===== src/rtl/addsub_arb.sv =====
// ---------------------------------------------------------------------------
// addsub_arb
//   Two-requester add/subtract unit with a round-robin arbiter.
//   A request sampled in IDLE is captured; the owner sees a one-cycle grant
//   pulse in EXEC. The result is presented with a one-cycle oVld pulse in
//   DONE, and then the unit returns to IDLE.
//
//   Optional feature: define ADDSUB_ARB_OVF_EN to add the oOvf output.
//   oOvf is the two's-complement signed overflow of the operation.
//
// Ports
//   iClk            clock, rising edge
//   iRstn           asynchronous reset, active low
//   iReq0/iReq1     operation request per requester
//   iOp0/iOp1       0 = add, 1 = subtract
//   iA0,iB0,iA1,iB1 unsigned operands, W bits
//   oGnt0/oGnt1     one-cycle pulse: that requester's operands were captured
//   oVld            one-cycle pulse: oS/oC/oId are valid
//   oId             owner of the current result
//   oS              sum or difference, W bits
//   oC              carry-out on add, borrow on subtract
//   oBusy           high whenever the state is not IDLE
//   oOvf            signed overflow (ADDSUB_ARB_OVF_EN only)
//
// State | meaning
// IDLE  | waiting for a request; arbitrate and capture operands
// EXEC  | grant pulse to the owner; result computed into registers
// DONE  | result valid pulse; results held afterwards until next DONE
// ---------------------------------------------------------------------------
module addsub_arb #(
    parameter int W = 4
) (
    input  logic         iClk,
    input  logic         iRstn,
    input  logic         iReq0,
    input  logic         iReq1,
    input  logic         iOp0,
    input  logic         iOp1,
    input  logic [W-1:0] iA0,
    input  logic [W-1:0] iB0,
    input  logic [W-1:0] iA1,
    input  logic [W-1:0] iB1,
    output logic         oGnt0,
    output logic         oGnt1,
    output logic         oVld,
    output logic         oId,
    output logic [W-1:0] oS,
    output logic         oC,
`ifdef ADDSUB_ARB_OVF_EN
    output logic         oOvf,
`endif
    output logic         oBusy
);

    typedef enum logic [1:0] {
        IDLE = 2'd0,
        EXEC = 2'd1,
        DONE = 2'd2
    } state_t;

    state_t         state_q;
    logic           ptr_q;
    logic           own_q;
    logic           op_q;
    logic [W-1:0]   a_q;
    logic [W-1:0]   b_q;
    logic           gnt0_q;
    logic           gnt1_q;
    logic           vld_q;
    logic           id_q;
    logic [W-1:0]   s_q;
    logic           c_q;
    logic           busy_q;

    logic           any_req_d;
    logic           sel_d;
    logic [W-1:0]   b_eff_d;
    logic [W:0]     sum_d;
    logic           c_d;

    // Both requesting: the pointer decides; otherwise whoever is asking.
    assign any_req_d = iReq0 | iReq1;
    assign sel_d     = (iReq0 & iReq1) ? ptr_q : iReq1;

    // Subtract as A + ~B + 1; borrow is the inverted carry.
    assign b_eff_d = op_q ? ~b_q : b_q;
    assign sum_d   = {1'b0, a_q} + {1'b0, b_eff_d} + {{W{1'b0}}, op_q};
    assign c_d     = sum_d[W] ^ op_q;

`ifdef ADDSUB_ARB_OVF_EN
    logic ovf_q;
    logic ovf_d;
    // Operands (after B inversion) share a sign but the result sign differs.
    assign ovf_d = (a_q[W-1] == b_eff_d[W-1]) && (sum_d[W-1] != a_q[W-1]);
    assign oOvf  = ovf_q;
`endif

    always_ff @(posedge iClk or negedge iRstn) begin
        if (!iRstn) begin
            state_q <= IDLE;
            ptr_q   <= 1'b0;
            own_q   <= 1'b0;
            op_q    <= 1'b0;
            a_q     <= '0;
            b_q     <= '0;
            gnt0_q  <= 1'b0;
            gnt1_q  <= 1'b0;
            vld_q   <= 1'b0;
            id_q    <= 1'b0;
            s_q     <= '0;
            c_q     <= 1'b0;
            busy_q  <= 1'b0;
`ifdef ADDSUB_ARB_OVF_EN
            ovf_q   <= 1'b0;
`endif
        end else begin
            gnt0_q <= 1'b0;
            gnt1_q <= 1'b0;
            vld_q  <= 1'b0;
            unique case (state_q)
                IDLE: begin
                    if (any_req_d) begin
                        own_q   <= sel_d;
                        op_q    <= sel_d ? iOp1 : iOp0;
                        a_q     <= sel_d ? iA1  : iA0;
                        b_q     <= sel_d ? iB1  : iB0;
                        ptr_q   <= ~sel_d;
                        gnt0_q  <= ~sel_d;
                        gnt1_q  <= sel_d;
                        busy_q  <= 1'b1;
                        state_q <= EXEC;
                    end
                end
                EXEC: begin
                    s_q     <= sum_d[W-1:0];
                    c_q     <= c_d;
                    id_q    <= own_q;
`ifdef ADDSUB_ARB_OVF_EN
                    ovf_q   <= ovf_d;
`endif
                    vld_q   <= 1'b1;
                    state_q <= DONE;
                end
                DONE: begin
                    busy_q  <= 1'b0;
                    state_q <= IDLE;
                end
                default: begin
                    busy_q  <= 1'b0;
                    state_q <= IDLE;
                end
            endcase
        end
    end

    assign oGnt0 = gnt0_q;
    assign oGnt1 = gnt1_q;
    assign oVld  = vld_q;
    assign oId   = id_q;
    assign oS    = s_q;
    assign oC    = c_q;
    assign oBusy = busy_q;

endmodule

===== config.mk =====
export PLATFORM = sky130hd
export DESIGN_NAME = addsub_arb
export DESIGN_NICKNAME = d
export VERILOG_FILES = /design/src/rtl/addsub_arb.sv
export SDC_FILE = /design/constraint.sdc
export NUM_CORES = 1
export LEC_CHECK = 0
export CORE_MARGIN = 2
export CORE_UTILIZATION = 50
export CTS_CLUSTER_SIZE = 10
export DETAILED_ROUTE_END_ITERATION = 8
export HOLD_SLACK_MARGIN = 0.15
export PLACE_DENSITY_LB_ADDON = 0.08
export SLEW_MARGIN = 25
export SYNTH_ARGS = -nofsm -noshare
export SYNTH_HDL_FRONTEND = slang
export SYNTH_SLANG_ARGS = --single-unit

===== constraint.sdc =====
create_clock -name iClk -period 2.6 [get_ports iClk]
set_input_delay 0.39 -clock iClk [delete_from_list [all_inputs] [get_ports iClk]]
set_output_delay 0.39 -clock iClk [all_outputs]
set_load 0.03 [all_outputs]

# --- Word-level counts from Yosys, hierarchy flattened ---
# Index checks and enable logic that the tools add are counted.
word_totals:
  latchBits: 0
  input_bits: 22
  mem_bits_rw: 0
  memories: 0
  word_cells: 40
  out_inout_bits: 10
  ff_bits: 23
  rom_bits: 0
classes:
  shift: 0
  mul: 0
  bitwise_logic: 6
  n_eq_ne: 2
  magnitude_cmp: 0
  div_mod_pow: 0
  n_addsub: 2
  n_reduce_logical: 3
  mux: 14
ops:
  columns: ["op", "count"]
  rows:
  - ["4-bit 2-to-1 mux", 3]
  - ["1-bit 2-to-1 mux", 8]
  - ["4-bit by 4-bit adder with 5-bit output", 1]
  - ["5-bit by 1-bit adder with 5-bit output", 1]
  - ["4-bit NOT", 1]
  - ["2-bit case mux with 2 select lines", 1]
  - ["2-bit AND reduction", 2]
  - ["2-bit by 1-bit == test with 1-bit output, second input constant", 1]
  - ["2-bit logical NOT", 1]
  - ["2-bit 2-to-1 mux", 1]
  - ["2-bit != test, second input constant", 1]
  - ["1-bit NOT", 2]
  - ["1-bit case mux with 2 select lines", 1]
  - ["1-bit bitwise AND", 1]
  - ["1-bit OR", 1]
  - ["1-bit XOR", 1]

# --- Longest topological paths before layout ---
# Gate-level depths: netlist (run 1).
depth:
  depth_word: 5
  mapped_depth: 6
  ltp_nobuf: 5

# --- Worst setup path after synthesis (run 1) ---
# Ideal clock, no wire load.
synth_path:
  path_kind: "register -> register"
  from: "register op_q"
  to: "register s_q[3], in the netlist oS[3]"
  setup_ns: 0.070
  t_required_ns: 2.530
  period_less_slack_ns: 1.652
  arrival_time_ns: 1.582
  n_path_buf: 1
  slack_ns: 0.948
  path_stages_with_launch: 7
  cell_sequence: "dfrtp_1 -> buf_6 -> xor2_1 -> ha_1 -> and2_1 -> a2111oi_2 -> nand3b_1"
synth_between:
  elab_chain_len: 3
synth_rtl:
  columns: ["element", "line", "source"]
  rows:
  - ["start, declared", "64", "logic op_q;"]
  - ["start signal, assigned", "124", "op_q <= sel_d ? iOp1 : iOp0;"]
  - ["4-bit 2-to-1 mux", "86", "assign b_eff_d = op_q ? ~b_q : b_q;"]
  - ["4-bit by 4-bit adder with 5-bit output", "87", "assign sum_d = {1'b0, a_q} + {1'b0, b_eff_d} + {{W{1'b0}}, op_q};"]
  - ["5-bit by 1-bit adder with 5-bit output *", "87", null]
  - ["end signal, assigned", "135", "s_q <= sum_d[W-1:0];"]
  - ["end, declared", "71", "logic [W-1:0] s_q;"]
# Mark *: on every way between the ends. The rest lies on a longest branch, timed or not.
# A chain may end at the register's enable or synchronous reset.

# --- Final worst setup path (run 1) ---
# Same ends and word-level chain as after synthesis.

==> results.json, run 1 <==
{
  "status": "complete, no violations",
  "drt_iter0_markers": 9,
  "dp.final_hpwl_um": 1670,
  "dieArea_sq_um": 2680,
  "diodes": 0,
  "synthesis.instances": 101,
  "ioPinCount": 32,
  "rsz0062_at_grt": "no",
  "synth_fp_nets": 127,
  "wirelength_um": 2170,
  "cts_tree": "built",
  "fin_util": 0.678,
  "syn_to_final_growth_pct": 30.3,
  "grt_max_degree": 24,
  "ys_seq_elements": 23,
  "first_global_vias": 856,
  "period_minus_slack_ps": 1800,
  "postRouteAntennaNets": 0,
  "synth-compound-area-share": 0.205,
  "antenna_found_initial": 0,
  "via_count": 878,
  "synthFlopType": "dfrtp_1",
  "route.detailed.drc": 0,
  "dp_cells": 156,
  "ys_seq_area_frac": 0.505,
  "synth_top_cells_by_area": "dfrtp_1, a221o_1, a21boi_0, ha_1, nand2_1",
  "routedWlPerCell_um": 13.6,
  "synthMuxAreaShare": 0.0132,
  "fin_area_sq_um": 1490,
  "grt_overflow": 0,
  "rows": 17,
  "p_int_mw": 1.10,
  "cp_max_fo": 8,
  "finalClockSkew_ps": 4.28,
  "required_ps": 2860,
  "fmax_mhz": 555,
  "fin_nets": 159,
  "netSwitchingFraction": 0.433,
  "power_density_nw_per_um2": 1300,
  "p_leak_nw": 0.660,
  "cap_viol_max_count": 0,
  "path_clk_slew_ps": 130,
  "post-cts-setup-buffer-count": 0,
  "synth_top_area_share": 0.505,
  "crit_slowest_cell": "dfrtp_1",
  "netlist_area_sq_um": 1140,
  "clk_latency_ps": 310,
  "synth_cell_types": 34,
  "ctsResizeCount": 0,
  "grt_usage": 0.188,
  "slew_headroom": 0.621,
  "p_clk_frac": 0.087,
  "finalSetupViolCount": 0,
  "final_common_cell": "clkdlybuf4s50_1",
  "setup_tns_ps": 0,
  "drtPass1Iterations": 4,
  "die_y_um": 51.7,
  "cts_buffers": 3,
  "crit_chain": "xor2_1 > ha_1 > and2_1 > a2111oi_2 > nand3b_1",
  "crit_type": "flop to flop",
  "ctsHoldBuffers": 0,
  "n_fill_cell": 177,
  "vdd.ir_drop.worst_v": 0.000675,
  "synth_top_family_by_area": "compound AO/OA/AOI/OAI gates",
  "core_sq_um": 2190,
  "startpoint_type": "flop",
  "fin_cells": 160,
  "drv_slew": 0,
  "power_frac_seq": 0.349,
  "mostFrequentLayoutCells": "clkdlybuf4s50_1, dfrtp_1, nand2_1, a21boi_0, a221o_1",
  "yosys.area_share.xor_xnor": 0.0384,
  "fin_crit_sh": 0.693,
  "hold_class": "input port to asynchronous set/reset pin",
  "grt_pass1_wl_um": 3690,
  "final-hold-violation-count": 0,
  "die_x_um": 51.7,
  "cts-root-buf": "clkbuf_4",
  "cts.htree.levels": 1,
  "synth.avg_cell_area_sq_um": 11.3,
  "crit_arrival_ps": 2060,
  "critPathCaptureType": "flop",
  "synth_simple_gate_area_frac": 0.135,
  "drive_above_1_share": 0.0909,
  "pwr-share-comb": 0.564,
  "globalplace.congestion": 0.797,
  "viasPerCell": 5.49,
  "cp_slowest_stage_delay_ps": 530,
  "synth_edf_count": 0,
  "clockBufferDepth": 2,
  "yosysWarnings": 0,
  "synth_adder_area_share": 0.0505,
  "synthArstFlopShare": 1.00,
  "p_switching_mw": 0.838,
  "yosys.area.top_type": "dfrtp_1",
  "clkSinkCount": 23,
  "io_buffers": 31,
  "start_util": 0.520,
  "tightest_slew_ps": 567,
  "place_area_sq_um": 1460
}
power by group through the flow:
stage	logic (mW)	clock network, mW	registers, mW
2_1_floorplan	0.712	0	0.776
5_1_grt	1.21	0.183	0.701
3_3_place_gp	1.07	0	0.676
3_5_place_dp	1.10	0	0.684
6_report	1.09	0.169	0.675
4_1_cts	1.11	0.171	0.679
final timing paths:
path | from | end | slack [ps] | depth (start not counted)
setup reg to reg | op_q | oS[3] | 800 | 5
min in group iClk | oId | oId | 490 | 2
max in group asynchronous | iRstn | oGnt1 | 1960 | 2
setup / recovery | op_q | oS[3] | 800 | 5
hold reg to reg | oId | oId | 490 | 2
hold / removal | iRstn | oS[1] | 410 | 2
cells by family after synthesis:
logic type / Yosys count
multiplexers: 1
AND/OR/NAND/NOR: 25
AO/OA/AOI/OAI: 31
XOR/XNOR: 5
adder cells (fa/ha/maj): 4
flip-flops: 23
buffers and inverters: 12
synthesized netlist by cell type, types with 2 or more instances:
cell	instances
o21ai_0	3
xor2_1	3
o21ai_1	2
buf_2	3
a21o_1	3
nand2_1	10
dfrtp_1	23
a221o_1	7
inv_2	4
ha_1	3
nand3b_1	3
xnor2_1	2
a21oi_1	4
a31oi_1	2
a21boi_0	7
nand3_1	2
inv_1	3
critical path, delay by kind of cell, from the launching register on:
family,cells,cell delay [ps]
AO/OA/AOI/OAI,1,350
XOR/XNOR,1,270
adder cells (fa/ha/maj),1,270
flip-flops,1,530
AND/OR/NAND/NOR,2,320
per-stage QoR:
step,total power [mW],hold slack [ps],worst slack [ps]
floorplan,1.49,94.4,948
global placement,1.75,457,790
detailed placement,1.78,462,774
CTS,1.96,422,791
global route,2.10,435,661
finish,1.94,410,798
layer usage:
metal  part of all wire  wire (um)  global-route usage
met4              0.019         42              0.0877
met5                  0          0                   0
met3              0.042         92              0.0316
met2               0.49       1050               0.306
met1               0.45        983               0.246
state kept, by name, summed over array words and instances (netlist names):
signal and flops:
own_q 1, oGnt0 1, oS 4, b_q 4, oVld 1, oBusy 1, oC 1, a_q 4
ptr_q 1, state_q 2, oId 1, oGnt1 1, op_q 1
layout make-up:
class | count | area, sq um | share of cell area
Sequential cell | 23 | 576 | 0.388
Multi-Input combinational cell | 66 | 504 | 0.340
Timing Repair Buffer | 32 | 318 | 0.214
Tap cell | 28 | 35.0 | 0.0236
Clock buffer | 4 | 26.3 | 0.0177
Inverter | 7 | 26.3 | 0.0177
(Power assumes the default switching activity.)
==> run 2, diff against run 1 <==
- CORE_UTILIZATION: 50 -> 42
- clock period: 2.6 -> 1.5 ns (I/O delays scaled with it)
==> results.json, run 2 (synthesized netlist as in run 1, its figures left out) <==
{
  "clk_latency_ps": 310,
  "via_count": 940,
  "finalClockSkew_ps": 1.47,
  "antenna_found_initial": 0,
  "routedWlPerCell_um": 13.9,
  "setup_tns_ps": -353,
  "crit_slowest_cell": "dfrtp_2",
  "clkSinkCount": 23,
  "die_y_um": 56.1,
  "fin_crit_sh": 1.11,
  "final-hold-violation-count": 0,
  "grt_max_degree": 24,
  "core_sq_um": 2520,
  "io_buffers": 31,
  "vdd.ir_drop.worst_v": 0.00139,
  "path_buf_inv": 1,
  "cp_slowest_stage_delay_ps": 490,
  "drv_slew": 0,
  "slew_headroom": 0.787,
  "clockBufferDepth": 2,
  "p_leak_nw": 0.768,
  "route.detailed.drc": 0,
  "grt_overflow": 0,
  "diodes": 0,
  "rsz0062_at_grt": "yes",
  "power_density_nw_per_um2": 2410,
  "cts-root-buf": "clkbuf_4",
  "post-cts-setup-buffer-count": 0,
  "worst_slack_ps": -161,
  "mostFrequentLayoutCells": "dfrtp_1, clkdlybuf4s50_1, buf_4, nand2_1, dlygate4sd2_1",
  "route.met2.wl_um": 1230,
  "dp.final_hpwl_um": 1910,
  "cp_max_fo": 5,
  "crit_arrival_ps": 1920,
  "startpoint_type": "flop",
  "ctsHoldBuffers": 0,
  "first_global_vias": 960,
  "crit_type": "flop to flop",
  "globalplace.congestion": 0.837,
  "drtPass1Iterations": 4,
  "fin_total_pwr_mw": 3.97,
  "postRouteAntennaNets": 0,
  "grt_usage": 0.170,
  "period_minus_slack_ps": 1660,
  "hold_class": "input port to asynchronous set/reset pin",
  "n_fill_cell": 221,
  "cts.htree.levels": 1,
  "die_x_um": 56.1,
  "ioPinCount": 32,
  "grt_pass1_wl_um": 4240,
  "highest-signal-layer": "met4",
  "drt_iter0_markers": 12,
  "start_util": 0.452,
  "tightest_slew_ps": 320,
  "crit_chain": "xor2_2 > ha_4 > inv_2 > or4_1 > nand3_1",
  "required_ps": 1760,
  "fmax_mhz": 602,
  "routed-wl-met3_um": 105,
  "drive_above_1_share": 0.231,
  "cts_buffers": 3,
  "rows": 18,
  "dieArea_sq_um": 3150,
  "cts_tree": "built",
  "violations": "negative setup slack",
  "fin_nets": 174,
  "cap_viol_max_count": 0,
  "wl_met1_um": 1110,
  "critPathCaptureType": "flop",
  "status": "finished with violations",
  "finalSetupViolCount": 3,
  "wirelength_um": 2460,
  "final_common_cell": "dfrtp_1",
  "path_clk_slew_ps": 130,
  "hold_ws_ps": 242,
  "syn_to_final_growth_pct": 44.3,
  "viasPerCell": 5.31,
  "crit_family": "simple AND/OR/NAND/NOR gates"
}
[run 2: through the flow]
stage	util	area, sq um	std cells	setup slack (ps)
after floorplan	-	1150	101	-121
after global placement	0.627	1580	173	-122
after detailed placement	0.627	1580	173	-204
after CTS	0.652	1650	177	-195
after global routing	0.652	1650	177	-237
final	0.652	1650	177	-161
[run 2: path summary, 6_finish.rpt]
kind                            startpoint     to  slack [ps]  cells past startpoint
worst min-delay path                 iRstn  oBusy         240                      2
worst min register to register         oId    oId         480                      2
worst max register to register        op_q     oC        -160                      5
worst max-delay path                  op_q     oC        -160                      5
min in group iClk                      oId    oId         480                      2
max in group asynchronous            iRstn   op_q        1010                      2
[run 2: repair_timing]
item	4_1_cts	5_1_grt
setup endpoints to repair	13	4
gates resized for setup	18	0
pin swaps	4	3
[run 2: area by class of cell]
| class | count | area [sq um] | share of cell area |
|---|---|---|---|
| clock buffer | 4 | 26.3 | 0.0160 |
| sequential | 23 | 577 | 0.351 |
| multi-input combinational | 66 | 557 | 0.338 |
| tap | 30 | 37.5 | 0.0228 |
| inverter | 7 | 26.3 | 0.0160 |
| timing repair buffer | 47 | 422 | 0.256 |
[run 2: layer usage]
layer  global-route usage  vias to the layer above
li1                     -                      460
met1                0.214                      452
met2                0.296                       24
met3               0.0302                        4
met4               0.0510                        0
met5                    0                        -
[run 2: power breakdown]
group | switching, mW | total [mW] | internal (mW)
Sequential | 0.254 | 1.18 | 0.922
Clock | 0.191 | 0.295 | 0.104
Combinational | 1.24 | 2.50 | 1.26
Total | 1.69 | 3.97 | 2.28
